### src/rtl/hazard_ctrl_if.sv
// Pipeline <-> hazard unit signal bundle: register numbers and stage control flags in, stall/flush/forward selects out.
// Purely combinational wiring; no flow control of its own.
interface hazard_ctrl_if;
  logic [4:0] RsD, RtD, RsE, RtE;
  logic [4:0] WriteRegE, WriteRegM, WriteRegW;
  logic       RegWriteE, RegWriteM, RegWriteW;
  logic       MemtoRegE, MemtoRegM;
  logic       BranchD, JumpRegD;
  logic       MdStartE, MdIsDivE, MdAccessD;
  logic       InterruptRequest;
  logic       StallF, StallD, FlushE;
  logic [1:0] ForwardAE, ForwardBE;
  logic       ForwardAD, ForwardBD;
  logic       MdBusy;
  logic [3:0] MdCount;

  modport master (
    output RsD, RtD, RsE, RtE, WriteRegE, WriteRegM, WriteRegW,
           RegWriteE, RegWriteM, RegWriteW, MemtoRegE, MemtoRegM,
           BranchD, JumpRegD, MdStartE, MdIsDivE, MdAccessD, InterruptRequest,
    input  StallF, StallD, FlushE, ForwardAE, ForwardBE, ForwardAD, ForwardBD,
           MdBusy, MdCount
  );

  modport slave (
    input  RsD, RtD, RsE, RtE, WriteRegE, WriteRegM, WriteRegW,
           RegWriteE, RegWriteM, RegWriteW, MemtoRegE, MemtoRegM,
           BranchD, JumpRegD, MdStartE, MdIsDivE, MdAccessD, InterruptRequest,
    output StallF, StallD, FlushE, ForwardAE, ForwardBE, ForwardAD, ForwardBD,
           MdBusy, MdCount
  );
endinterface

### src/rtl/hazard_ctrl.sv
// 5-stage pipeline hazard unit: load-use/branch/mult-div stalls, EX/ID forwarding, MDU busy tracker.
// Stall/flush/forward are same-cycle combinational; MdBusy/MdCount are registered; it never applies backpressure itself.
module hazard_ctrl #(
  parameter int MULT_CYCLES = 5,
  parameter int DIV_CYCLES  = 10
) (
  input  logic         clk,
  input  logic         reset,
  hazard_ctrl_if.slave hif
);

  typedef enum logic {IDLE, BUSY} md_state_t;

  localparam logic [3:0] MULT_N = 4'(MULT_CYCLES);
  localparam logic [3:0] DIV_N  = 4'(DIV_CYCLES);

  md_state_t  r_state;
  logic [3:0] r_count;

  logic       w_lwstall, w_brstall, w_mdstall, w_stall, w_flush;
  logic [1:0] w_fae, w_fbe;
  logic       w_fad, w_fbd;

  // r0 is hardwired zero, so it can never be a real dependency
  function automatic logic reg_match(input logic [4:0] a, input logic [4:0] b);
    return (a != 5'd0) && (a == b);
  endfunction

  function automatic logic [1:0] ex_fwd(input logic [4:0] src,
                                        input logic rw_m, input logic [4:0] wr_m,
                                        input logic rw_w, input logic [4:0] wr_w);
    if (rw_m && reg_match(wr_m, src))      return 2'b10;
    else if (rw_w && reg_match(wr_w, src)) return 2'b01;
    else                                   return 2'b00;
  endfunction

  always_comb begin
    w_lwstall = hif.MemtoRegE && hif.RegWriteE &&
                (reg_match(hif.WriteRegE, hif.RsD) || reg_match(hif.WriteRegE, hif.RtD));
    w_brstall = (hif.BranchD || hif.JumpRegD) &&
                ((hif.RegWriteE && (reg_match(hif.WriteRegE, hif.RsD) ||
                                    reg_match(hif.WriteRegE, hif.RtD))) ||
                 (hif.MemtoRegM && (reg_match(hif.WriteRegM, hif.RsD) ||
                                    reg_match(hif.WriteRegM, hif.RtD))));
    // a start in EX this cycle already occupies the unit for the ID instruction
    w_mdstall = hif.MdAccessD && ((r_state == BUSY) || hif.MdStartE);
    w_fae     = ex_fwd(hif.RsE, hif.RegWriteM, hif.WriteRegM, hif.RegWriteW, hif.WriteRegW);
    w_fbe     = ex_fwd(hif.RtE, hif.RegWriteM, hif.WriteRegM, hif.RegWriteW, hif.WriteRegW);
    w_fad     = hif.RegWriteM && reg_match(hif.WriteRegM, hif.RsD);
    w_fbd     = hif.RegWriteM && reg_match(hif.WriteRegM, hif.RtD);
    w_stall   = w_lwstall || w_brstall || w_mdstall;
    w_flush   = w_stall || hif.InterruptRequest;
  end

  // Reset forces a bubble into EX and suppresses stalls/forwarding
  assign hif.StallF    = reset && w_stall;
  assign hif.StallD    = reset && w_stall;
  assign hif.FlushE    = !reset || w_flush;
  assign hif.ForwardAE = reset ? w_fae : 2'b00;
  assign hif.ForwardBE = reset ? w_fbe : 2'b00;
  assign hif.ForwardAD = reset && w_fad;
  assign hif.ForwardBD = reset && w_fbd;
  assign hif.MdBusy    = (r_state == BUSY);
  assign hif.MdCount   = r_count;

  always_ff @(posedge clk) begin
    if (!reset) begin
      r_state <= IDLE;
      r_count <= 4'd0;
    end else begin
      case (r_state)
        IDLE: begin
          if (hif.MdStartE) begin
            r_count <= hif.MdIsDivE ? DIV_N : MULT_N;
            r_state <= BUSY;
          end
        end
        BUSY: begin
          r_count <= r_count - 4'd1;
          if (r_count == 4'd1) r_state <= IDLE;
        end
        default: begin
          r_state <= IDLE;
          r_count <= 4'd0;
        end
      endcase
    end
  end

endmodule

### src/flat_wrapper.sv
// flat-port wrapper written by rule: the top's interface ports become plain ports
module hazard_ctrl_flat 
#(
  parameter int MULT_CYCLES = 5,
  parameter int DIV_CYCLES  = 10
)
  (clk, reset, hif_RsD, hif_RtD, hif_RsE, hif_RtE, hif_WriteRegE, hif_WriteRegM, hif_WriteRegW, hif_RegWriteE, hif_RegWriteM, hif_RegWriteW, hif_MemtoRegE, hif_MemtoRegM, hif_BranchD, hif_JumpRegD, hif_MdStartE, hif_MdIsDivE, hif_MdAccessD, hif_InterruptRequest, hif_StallF, hif_StallD, hif_FlushE, hif_ForwardAE, hif_ForwardBE, hif_ForwardAD, hif_ForwardBD, hif_MdBusy, hif_MdCount);
  hazard_ctrl_if hif_i ();
  input  logic clk;
  input  logic reset;
  input wire logic [$bits(hif_i.RsD)-1:0] hif_RsD;
  input wire logic [$bits(hif_i.RtD)-1:0] hif_RtD;
  input wire logic [$bits(hif_i.RsE)-1:0] hif_RsE;
  input wire logic [$bits(hif_i.RtE)-1:0] hif_RtE;
  input wire logic [$bits(hif_i.WriteRegE)-1:0] hif_WriteRegE;
  input wire logic [$bits(hif_i.WriteRegM)-1:0] hif_WriteRegM;
  input wire logic [$bits(hif_i.WriteRegW)-1:0] hif_WriteRegW;
  input wire logic [$bits(hif_i.RegWriteE)-1:0] hif_RegWriteE;
  input wire logic [$bits(hif_i.RegWriteM)-1:0] hif_RegWriteM;
  input wire logic [$bits(hif_i.RegWriteW)-1:0] hif_RegWriteW;
  input wire logic [$bits(hif_i.MemtoRegE)-1:0] hif_MemtoRegE;
  input wire logic [$bits(hif_i.MemtoRegM)-1:0] hif_MemtoRegM;
  input wire logic [$bits(hif_i.BranchD)-1:0] hif_BranchD;
  input wire logic [$bits(hif_i.JumpRegD)-1:0] hif_JumpRegD;
  input wire logic [$bits(hif_i.MdStartE)-1:0] hif_MdStartE;
  input wire logic [$bits(hif_i.MdIsDivE)-1:0] hif_MdIsDivE;
  input wire logic [$bits(hif_i.MdAccessD)-1:0] hif_MdAccessD;
  input wire logic [$bits(hif_i.InterruptRequest)-1:0] hif_InterruptRequest;
  output wire logic [$bits(hif_i.StallF)-1:0] hif_StallF;
  output wire logic [$bits(hif_i.StallD)-1:0] hif_StallD;
  output wire logic [$bits(hif_i.FlushE)-1:0] hif_FlushE;
  output wire logic [$bits(hif_i.ForwardAE)-1:0] hif_ForwardAE;
  output wire logic [$bits(hif_i.ForwardBE)-1:0] hif_ForwardBE;
  output wire logic [$bits(hif_i.ForwardAD)-1:0] hif_ForwardAD;
  output wire logic [$bits(hif_i.ForwardBD)-1:0] hif_ForwardBD;
  output wire logic [$bits(hif_i.MdBusy)-1:0] hif_MdBusy;
  output wire logic [$bits(hif_i.MdCount)-1:0] hif_MdCount;
  assign hif_i.RsD = hif_RsD;
  assign hif_i.RtD = hif_RtD;
  assign hif_i.RsE = hif_RsE;
  assign hif_i.RtE = hif_RtE;
  assign hif_i.WriteRegE = hif_WriteRegE;
  assign hif_i.WriteRegM = hif_WriteRegM;
  assign hif_i.WriteRegW = hif_WriteRegW;
  assign hif_i.RegWriteE = hif_RegWriteE;
  assign hif_i.RegWriteM = hif_RegWriteM;
  assign hif_i.RegWriteW = hif_RegWriteW;
  assign hif_i.MemtoRegE = hif_MemtoRegE;
  assign hif_i.MemtoRegM = hif_MemtoRegM;
  assign hif_i.BranchD = hif_BranchD;
  assign hif_i.JumpRegD = hif_JumpRegD;
  assign hif_i.MdStartE = hif_MdStartE;
  assign hif_i.MdIsDivE = hif_MdIsDivE;
  assign hif_i.MdAccessD = hif_MdAccessD;
  assign hif_i.InterruptRequest = hif_InterruptRequest;
  assign hif_StallF = hif_i.StallF;
  assign hif_StallD = hif_i.StallD;
  assign hif_FlushE = hif_i.FlushE;
  assign hif_ForwardAE = hif_i.ForwardAE;
  assign hif_ForwardBE = hif_i.ForwardBE;
  assign hif_ForwardAD = hif_i.ForwardAD;
  assign hif_ForwardBD = hif_i.ForwardBD;
  assign hif_MdBusy = hif_i.MdBusy;
  assign hif_MdCount = hif_i.MdCount;
  hazard_ctrl #(.MULT_CYCLES(MULT_CYCLES), .DIV_CYCLES(DIV_CYCLES)) u_core (.clk(clk), .reset(reset), .hif(hif_i));
endmodule
### config.mk
export PLATFORM = sky130hd
export DESIGN_NAME = hazard_ctrl_flat
export DESIGN_NICKNAME = d
export VERILOG_FILES = /design/src/rtl/hazard_ctrl_if.sv /design/src/rtl/hazard_ctrl.sv /design/src/flat_wrapper.sv
export SDC_FILE = /design/constraint.sdc
export NUM_CORES = 1
export LEC_CHECK = 0
export ABC_CLOCK_PERIOD_IN_PS = 8200
export CAP_MARGIN = 5
export CORE_MARGIN = 1
export CORE_UTILIZATION = 38
export DETAILED_ROUTE_END_ITERATION = 10
export PLACE_DENSITY = 0.94
export SYNTH_ARGS = -nofsm -noshare
export SYNTH_HDL_FRONTEND = slang
export SYNTH_SLANG_ARGS = --single-unit
### constraint.sdc
create_clock -name clk -period 8.2 [get_ports clk]
set_input_delay 2.46 -clock clk [delete_from_list [all_inputs] [get_ports clk]]
set_output_delay 2.46 -clock clk [all_outputs]
set_load 0.01 [all_outputs]
==> results.toml <==
[yosys]
yosysUniqueCellTypes = 31
yosysWarningCount = 0
ys.flop_type = "dfxtp_1"
postSynthCellCount = 117
ys_seq_elements = 5
yosysMostFrequentCell = "xor2_1"
netlist.area_leader.share_pct = 21.48
synth_nets = 167
synth_enable_flop_cells = 0
synth.top_cells.by_count = "22 x xor2_1, 18 x xnor2_1, 7 x o21ai_0"
async_reset_ff_share_pct = 0
avgSynthCellArea_um2 = 7.668
synth.cell_area_um2 = 897.1
ys_seq_area_share_pct = 11.16
synth_top_area_cell = "xor2_1"
synth_area_leaders = "xor2_1 21%, xnor2_1 18%, dfxtp_1 11%"

[setup_path]
path_max_fanout = 5
crit_path_start_kind = "input port"
path_class = "input port to output port"
critPathCaptureType = "output port"
cp_data_arrival_time_ps = 4680
crit_required_ps = 5740

[timing]
max_freq_mhz = 140.1
worst_pin_slew_ps = 412.0
period_needed_ps = 7137
setup_viol = 0
rsz0062_at_grt = "no"
hold_viol = 0
slew_headroom_pct = 72.28
setup_tns_ps = 0
whs_ps = 517.7
min_period_over_period_pct = 87.04
drv_slew = 0
final.setup_skew_ps = 1.933

[final_layout]
layout-drive-gt1-share_pct = 5.143
fin_nets = 226
fill_cells = 194
insertedDiodeCount = 0
syn2layout_area_growth_pct = 70.15
fin_cells = 203

[routing]
ant_nets = 0
routed_wl_um = 2682
dr.pass1.iters = 4
drc = 0
initialDrtViolationCount = 12
vias_per_cell = 5.138
route.vias.total = 1043
routedWlPerCell_um = 13.21

[global_route]
grt_pass1_wl_um = 4485
grt_max_degree = 13
grt_overflow = 0
antenna_found_initial = 0
grtUsageTotal_pct = 23.28
grt_pass1_vias = 1067

[floorplan]
dieArea_mm2 = 0.002559
start_util_pct = 40.55
fp.dieW_um = 50.59
io_pins = 62
rows = 17
die_h_um = 50.59
coreArea_mm2 = 0.002212

[power]
combPwrFrac_pct = 54.9
power.leakage_nw = 0.5601
swShare_pct = 32.90
finalPower_w = 0.0001325
pwr-share-seq_pct = 22.8
p_int_w = 0.00008888
p_switching_w = 0.00004358
irDropWorstVdd_uv = 70.97
power_density_mw_per_mm2 = 86.78
p_clk_share_pct = 22.3

[clock_tree]
cts-root-buf = "clkbuf_4"
clk_pin_slew_ps = 40
h-tree-depth = 1
cts_hold_buf = 0
clk_latency_ps = 250
cts_made_buffers = 3
post-cts-setup-buffer-count = 0
clkSinkCount = 5
clockBufferDepth = 2
cts_resized = 0
cts_tree = "done"

[placed_design]
gp_congestion = 0.8167
dpl.hpwl_um = 2397
io_buffer_count = 61
post-place-cells = 199

[hold_path]
hold_path.class = "flip-flop to flip-flop"

[outcome]
status = "completed"

[job]
drv_cap = 0
[layer usage]
metal  vias up  track usage [%]  routed length (um)
met4         0            12.96                  58
met3         6            1.818                 110
met1       477            22.86                1000
met5         -                0                   0
li1        524                -                   -
met2        36            46.67                1512
[cells in the final DEF, fill, tap and decap left out, drive strengths merged]
| cell type | n |
|---|---|
| ha | 2 |
| o21ai | 8 |
| xnor2 | 18 |
| nand4 | 1 |
| a21oi | 2 |
| nand2 | 3 |
| a32oi | 1 |
| nor3 | 6 |
| clkdlybuf4s50 | 61 |
| a222oi | 1 |
| inv | 5 |
| a31oi | 2 |
| dfxtp | 5 |
| nor2b | 3 |
| mux2i | 2 |
| nand3 | 6 |
| o211ai | 1 |
| nor4 | 4 |
| and3 | 3 |
| xor2 | 22 |
| clkbuf | 4 |
| and2 | 3 |
| nor2 | 6 |
| or4 | 5 |
| o311a | 1 |
[final cells by class]
class | count | area [um2] | area share, %
inverter | 5 | 18.77 | 1.230
timing repair buffer | 61 | 610.6 | 40.00
tap | 28 | 35.03 | 2.295
multi-input combinational | 100 | 735.7 | 48.20
sequential | 5 | 100.1 | 6.557
clock buffer | 4 | 26.28 | 1.721
[power by group through the flow]
stage               Clock (W)  Sequential [W]  Combinational (W)
finish              0.0000295       0.0000303          0.0000727
global route        0.0000316       0.0000309          0.0000789
detailed placement          0       0.0000306          0.0000728
CTS                 0.0000304       0.0000302          0.0000731
global placement            0       0.0000304          0.0000703
floorplan                   0       0.0000305          0.0000335
[sequential cells by signal (all words and copies together), names as in the netlist]
| signal | cells |
|---|---|
| u_core.hif.MdBusy | 1 |
| u_core.hif.MdCount | 4 |
[logic make-up after synthesis]
logic type	after synthesis	synth area share, %
fa+ha+maj	2	2.789
xor+xnor	40	39.05
mux	2	2.232
compound gates	16	11.44
simple gates	40	26.50
buf+inv	12	6.834
flops	5	11.16
[metrics by stage]
| stage | utilization (%) | instance area, um2 | worst slack, ps |
|---|---|---|---|
| detailed placement | 67.82 | 1500 | 1041 |
| CTS | 69.00 | 1526 | 1039 |
| floorplan | - | 897.1 | 2000 |
| finish | 69.00 | 1526 | 1063 |
| global placement | 67.82 | 1500 | 1106 |
| global route | 69.00 | 1526 | 930.5 |
[critical path, cell delays in order]
cell             delay [ps]
clkdlybuf4s50_1         530
or4_4                   590
o21ai_2                 140
nor4_1                   90
nor4_2                  290
clkdlybuf4s50_1         580
[worst paths after layout]
path	from	end	slack (ps)	cells past startpoint
max	hif_WriteRegM[0]	hif_ForwardBE[0]	1060	6
min	u_core.hif.MdCount[2]	u_core.hif.MdCount[2]	520	2
max reg2reg	u_core.hif.MdCount[2]	u_core.hif.MdCount[3]	7000	4
min reg2reg	u_core.hif.MdCount[2]	u_core.hif.MdCount[2]	520	2
No activity file was read; power rests on OpenSTA's default activity.
